### src/rtl/prio_enc_pkg.sv
// Shared types and helpers for the prio_enc_arb priority encoder/arbiter.
package prio_enc_pkg;
  typedef enum logic {IDLE = 1'b0, HOLD = 1'b1} state_t;

  localparam int MAX_N     = 64;
  localparam int MAX_IDX_W = 6;

  function automatic logic [MAX_N-1:0] onehot_of(input logic [MAX_IDX_W-1:0] idx);
    return {{(MAX_N-1){1'b0}}, 1'b1} << idx;
  endfunction
endpackage

### src/rtl/prio_enc_arb_if.sv
// Request/result bus between request sources, the encoder and its single consumer.
interface prio_enc_arb_if #(
  parameter int N = 8,
  parameter int W = $clog2(N)
);
  logic [N-1:0] req;
  logic         ready;
  logic         valid;
  logic [W-1:0] idx;
  logic [N-1:0] grant;
  logic         busy;

  modport master (output req, ready, input  valid, idx, grant, busy);
  modport slave  (input  req, ready, output valid, idx, grant, busy);
endinterface

### src/rtl/prio_enc_core.sv
// Combinational search: found flag and index of the highest set request bit.
module prio_enc_core #(
  parameter  int N = 8,
  localparam int W = $clog2(N)
) (
  input  logic [N-1:0] req,
  output logic         found,
  output logic [W-1:0] idx
);
  // ascending scan, so the highest set bit is the last one written
  always_comb begin
    found = 1'b0;
    idx   = '0;
    for (int i = 0; i < N; i++) begin
      if (req[i]) begin
        found = 1'b1;
        idx   = W'(i);
      end
    end
  end
endmodule

### src/rtl/prio_enc_arb.sv
// Priority encoder with registered winner held under valid/ready.
// Define PRIO_ENC_RR_EN for round-robin search; otherwise fixed MSB-first priority.
module prio_enc_arb
  import prio_enc_pkg::*;
#(
  parameter  int N = 8,
  localparam int W = $clog2(N)
) (
  input  logic           clk,
  input  logic           rst,
  prio_enc_arb_if.slave  bus
);
  state_t       state, nxt;
  logic         found, accept, load;
  logic [W-1:0] core_idx, win, idx_q;
  logic [N-1:0] core_req, grant_q;

  assign accept = (state == HOLD) && bus.ready;
  assign load   = found && ((state == IDLE) || bus.ready);

`ifdef PRIO_ENC_RR_EN
  logic [W-1:0] rr_ptr, ptr;
  logic [W:0]   sum;

  // on an accepting edge the just-accepted index is already the new pointer
  assign ptr      = accept ? idx_q : rr_ptr;
  assign core_req = N'({bus.req, bus.req} >> ptr);
  assign sum      = {1'b0, core_idx} + {1'b0, ptr};
  assign win      = (sum >= (W+1)'(N)) ? W'(sum - (W+1)'(N)) : W'(sum);

  always_ff @(posedge clk or posedge rst) begin
    if (rst)         rr_ptr <= '0;
    else if (accept) rr_ptr <= idx_q;
  end
`else
  assign core_req = bus.req;
  assign win      = core_idx;
`endif

  prio_enc_core #(.N(N)) u_core (
    .req   (core_req),
    .found (found),
    .idx   (core_idx)
  );

  always_comb begin
    nxt = state;
    case (state)
      IDLE:    if (found) nxt = HOLD;
      HOLD:    if (bus.ready) nxt = found ? HOLD : IDLE;
      default: nxt = IDLE;
    endcase
  end

  always_ff @(posedge clk or posedge rst) begin
    if (rst) begin
      state   <= IDLE;
      idx_q   <= '0;
      grant_q <= '0;
    end else begin
      state <= nxt;
      if (load) begin
        idx_q   <= win;
        grant_q <= N'(onehot_of(MAX_IDX_W'(win)));
      end else if (accept) begin
        idx_q   <= '0;
        grant_q <= '0;
      end
    end
  end

  assign bus.valid = (state == HOLD);
  assign bus.busy  = (state == HOLD);
  assign bus.idx   = idx_q;
  assign bus.grant = grant_q;
endmodule
### src/flat_wrapper.sv
// flat-port wrapper written by rule: the top's interface ports become plain ports
module prio_enc_arb_flat import prio_enc_pkg::*;
#(
  parameter  int N = 8,
  localparam int W = $clog2(N)
)
  (clk, rst, bus_req, bus_ready, bus_valid, bus_idx, bus_grant, bus_busy);
  prio_enc_arb_if #(.N(N)) bus_i ();
  input  logic clk;
  input  logic rst;
  input wire logic [$bits(bus_i.req)-1:0] bus_req;
  input wire logic [$bits(bus_i.ready)-1:0] bus_ready;
  output wire logic [$bits(bus_i.valid)-1:0] bus_valid;
  output wire logic [$bits(bus_i.idx)-1:0] bus_idx;
  output wire logic [$bits(bus_i.grant)-1:0] bus_grant;
  output wire logic [$bits(bus_i.busy)-1:0] bus_busy;
  assign bus_i.req = bus_req;
  assign bus_i.ready = bus_ready;
  assign bus_valid = bus_i.valid;
  assign bus_idx = bus_i.idx;
  assign bus_grant = bus_i.grant;
  assign bus_busy = bus_i.busy;
  prio_enc_arb #(.N(N)) u_core (.clk(clk), .rst(rst), .bus(bus_i));
endmodule
### config.mk
export PLATFORM = sky130hd
export DESIGN_NAME = prio_enc_arb_flat
export DESIGN_NICKNAME = d
export VERILOG_FILES = /design/src/rtl/prio_enc_pkg.sv /design/src/rtl/prio_enc_arb_if.sv /design/src/rtl/prio_enc_core.sv /design/src/rtl/prio_enc_arb.sv /design/src/flat_wrapper.sv
export SDC_FILE = /design/constraint.sdc
export NUM_CORES = 1
export LEC_CHECK = 0
export CORE_MARGIN = 4
export CORE_UTILIZATION = 43
export DETAILED_ROUTE_END_ITERATION = 16
export PLACE_DENSITY = 0.9
export SYNTH_ARGS = -nofsm -noshare
export SYNTH_HDL_FRONTEND = slang
export SYNTH_SLANG_ARGS = --single-unit
### constraint.sdc
create_clock -name clk -period 2.4 [get_ports clk]
set_clock_uncertainty 0.15 [all_clocks]
set_input_delay 0.48 -clock clk [delete_from_list [all_inputs] [get_ports clk]]
set_output_delay 0.48 -clock clk [all_outputs]
set_load 0.03 [all_outputs]
==> metrics.md <==
| Metric | Value |
|---|---|
| Vias in the first global route | between 500 and 600 |
| Mapped Cells | between 50 and 60 |
| TritonCTS Buffers | 3 |
| Clock Power Share | about 28% |
| Syn_nets | 64 |
| Die ar. | between 0.0015 and 0.002 mm^2 |
| Final GP Congestion | just under 0.9 |
| Starting density of the core | around half |
| Die height | between 40 and 50 um |
| Sw frac | 28.20% |
| Crit path cell chain | clkdlybuf4s50_1 |
| Post-DP HPWL | ~1300 um |
| Final Setup Violations | 0 |
| Worst Setup SP | u_core.bus.busy$_DFF_PP0_ |
| Post-synthesis sequential area ratio | ~53% |
| RR Endpoint | u_core.bus.grant[3]$_DFFE_PP0P_ |
| CP bufs+invs | 1 |
| H-tree depth | 1 |
| Critical-path top delay cell | clkdlybuf4s50_1 |
| Synthesized area per cell | ~11 um^2 |
| Port Buf Inserts | 23 |
| End of the critical path | bus_busy |
| Largest net degree at the start of global routing | 13 |
| Tot GR Track Use | between 10% and 20% |
| Internal Power | 320.3 uW |
| Seq pwr share | 48.8% |
| Setup TNS | 0 ns |
| Startpoint Class | flop |
| Most common cell after layout, fill and taps aside | clkdlybuf4s50_1 |
| Pwr Total | ~450 uW |
| Setup CP Type | flop to primary output |
| Pwr per Cell Area | between 500 and 600 mW/mm^2 |
| Hold Vio Cnt, Final | 0 |
| Initial antenna violation count | 0 |
| RSZ-0062 raised after global routing | no |
| P_sw | between 100 and 150 uW |
| Wire per inst | around 16 um |
| Worst slew pin tran | between 0.5 and 0.6 ns |
| Gr ovfl total | 0 |
| Nets | 96 |
| Layout cell share with drive strength beyond 1 | approximately a fifth |
| Postcts setup bufs | 0 |
| Die W | about 44 um |
| Final wirelength | around 1500 um |
| Clk buf depth | 2 |
| Max Fclk | 0.4841 GHz |
| Commonest non-fill, non-tap cells in the layout | 23 x clkdlybuf4s50_1, 12 x dfrtp_1, 8 x nand2_1 |
| Worst r2r path cells | 4 |
| Gate power share | a little under a quarter |
| Worst Hold Class | flop to flop |
| Clock Latency Late Sink | around 0.27 ns |
| Leak | 0.0003757 uW |
| Maximum vdd drop | approximately 380 uV |
| Worst path max stage delay | ~0.71 ns |
| Max Cap Viol | 0 |
| Reg clk slew, reported paths | around 0.07 ns |
| Synth warn | 0 |
| Resized cells post-CTS | 0 |
| DRT Pass-1 Iters | 4 |
| Hold-fix buffers, CTS | 0 |
| Final worst path period share | 86.07% |
| Crit path capture type | primary output |
| I/O Pins | 24 |
| Tmin final | ~2.1 ns |
| First-pass GRT wire length | ~2600 um |
| Reg2reg start | u_core.bus.busy$_DFF_PP0_ |
| CP required | between 1.5 and 2 ns |
| Post-route cell area | between 800 and 900 um^2 |
| Row count | 12 |
| Synth Cell Area | about 570 um^2 |
| Critical Path AT | 1.44 ns |
| Drt initial violations | 21 |
| Slew HR | 64.53% |
| Core Area | between 0.001 and 0.0015 mm^2 |
| Number of antenna diodes | 0 |
| Crit path max fanout | 5 |
| Layout area overhead | 51.97% |
| Via count | roughly 550 |
| Clock root buffer | clkbuf_4 |
| Number of stages on the worst setup path | 1 |
| Antenna Nets Post-Route | 0 |
| CTS tree | built |
| Status | completed |
| Post-place instance area | about 840 um^2 |
| Flop2flop setup slack | 0.89 ns |
| Fin. max-slew vios | 0 |
| Clk sinks | 12 |
| Top delay family on crit path | buffers and inverters |
| Flops & latches, synth | 12 |
| Via/cell ratio | about 5.6 |
| Yosys cell types | 21 |
| DRC Markers | 0 |
## sequential cells by signal (all words and copies together) (netlist names)
register          cells
u_core.bus.busy       1
u_core.bus.grant      8
u_core.bus.idx        3
## per-layer routing
layer | part of all wire, % | global-route usage [%] | up-vias | routed length (um)
met5 | 0 | 0 | - | 0
met4 | 4.0 | 9.639 | 0 | 61
met3 | 6.4 | 5.285 | 9 | 97
met2 | 49 | 29.36 | 29 | 745
met1 | 40 | 21.86 | 250 | 614
li1 | - | - | 257 | -
## power by group through the flow
stage	Clock, uW	Sequential [uW]	Combinational (uW)
after global routing	141	219	112
after global placement	0	222	102
final	123	218	105
after CTS	124	218	105
after floorplan	0	241	29.9
after detailed placement	0	222	105
## synthesized netlist by cell type
cell type,number,area share (%)
dfrtp_1,12,53
nand2_1,8,5.3
nor2_1,4,2.6
o21ai_1,4,3.5
a32o_2,3,5.9
inv_1,3,2.0
a32o_1,2,3.5
nor2b_1,2,2.2
nor3_1,2,1.8
or4_4,2,3.9
a22o_2,1,1.8
buf_4,1,1.3
buf_6,1,2.0
nand2b_1,1,1.1
nand3_1,1,0.88
nor4_1,1,1.1
o211ai_1,1,1.3
o21ai_0,1,0.88
o31ai_1,1,1.3
o31ai_4,1,3.7
or3_2,1,1.3
## kinds of logic (layout without fill, tap and decap cells)
family / count (synthesis) / after routing / synth area share, %
AOI/OAI and AO/OA: 14 / 14 / 21.93
and+or+nand+nor: 22 / 22 / 20.18
buffers and inverters: 5 / 35 / 5.263
DFF: 12 / 12 / 52.63
## final cells by class
cell class                      count  area, um^2
Inverter                            3       11.26
Timing Repair Buffer               29       275.3
Fill cell                          91       304.0
Clock buffer                        3       22.52
Multi-Input combinational cell     36       240.2
Tap cell                           14       17.52
Sequential cell                    12       300.3
## how the worst min path moves through the flow
stage,from,endpoint,slack [ns],cells after the start
after floorplan,rst,u_core.bus.busy$_DFF_PP0_,0.19,1
after global placement,u_core.bus.idx[1]$_DFFE_PP0P_,u_core.bus.idx[1]$_DFFE_PP0P_,0.31,2
after detailed placement,u_core.bus.idx[1]$_DFFE_PP0P_,u_core.bus.idx[1]$_DFFE_PP0P_,0.34,2
after CTS,u_core.bus.idx[1]$_DFFE_PP0P_,u_core.bus.idx[1]$_DFFE_PP0P_,0.35,2
after global routing,u_core.bus.grant[3]$_DFFE_PP0P_,u_core.bus.grant[3]$_DFFE_PP0P_,0.39,1
final,u_core.bus.idx[1]$_DFFE_PP0P_,u_core.bus.idx[1]$_DFFE_PP0P_,0.34,2
## per-stage QoR
step,std cells,worst slack [ns],hold slack (ns),util [%]
after floorplan,53,0.6357,0.1947,-
after global placement,94,0.1473,0.3107,72.12
after detailed placement,94,0.09495,0.3368,72.12
after CTS,97,0.3287,0.3527,74.04
after global routing,97,0.2714,0.3866,74.04
final,97,0.3343,0.3428,74.04
Note: power is estimated with default switching activity, not from simulation.
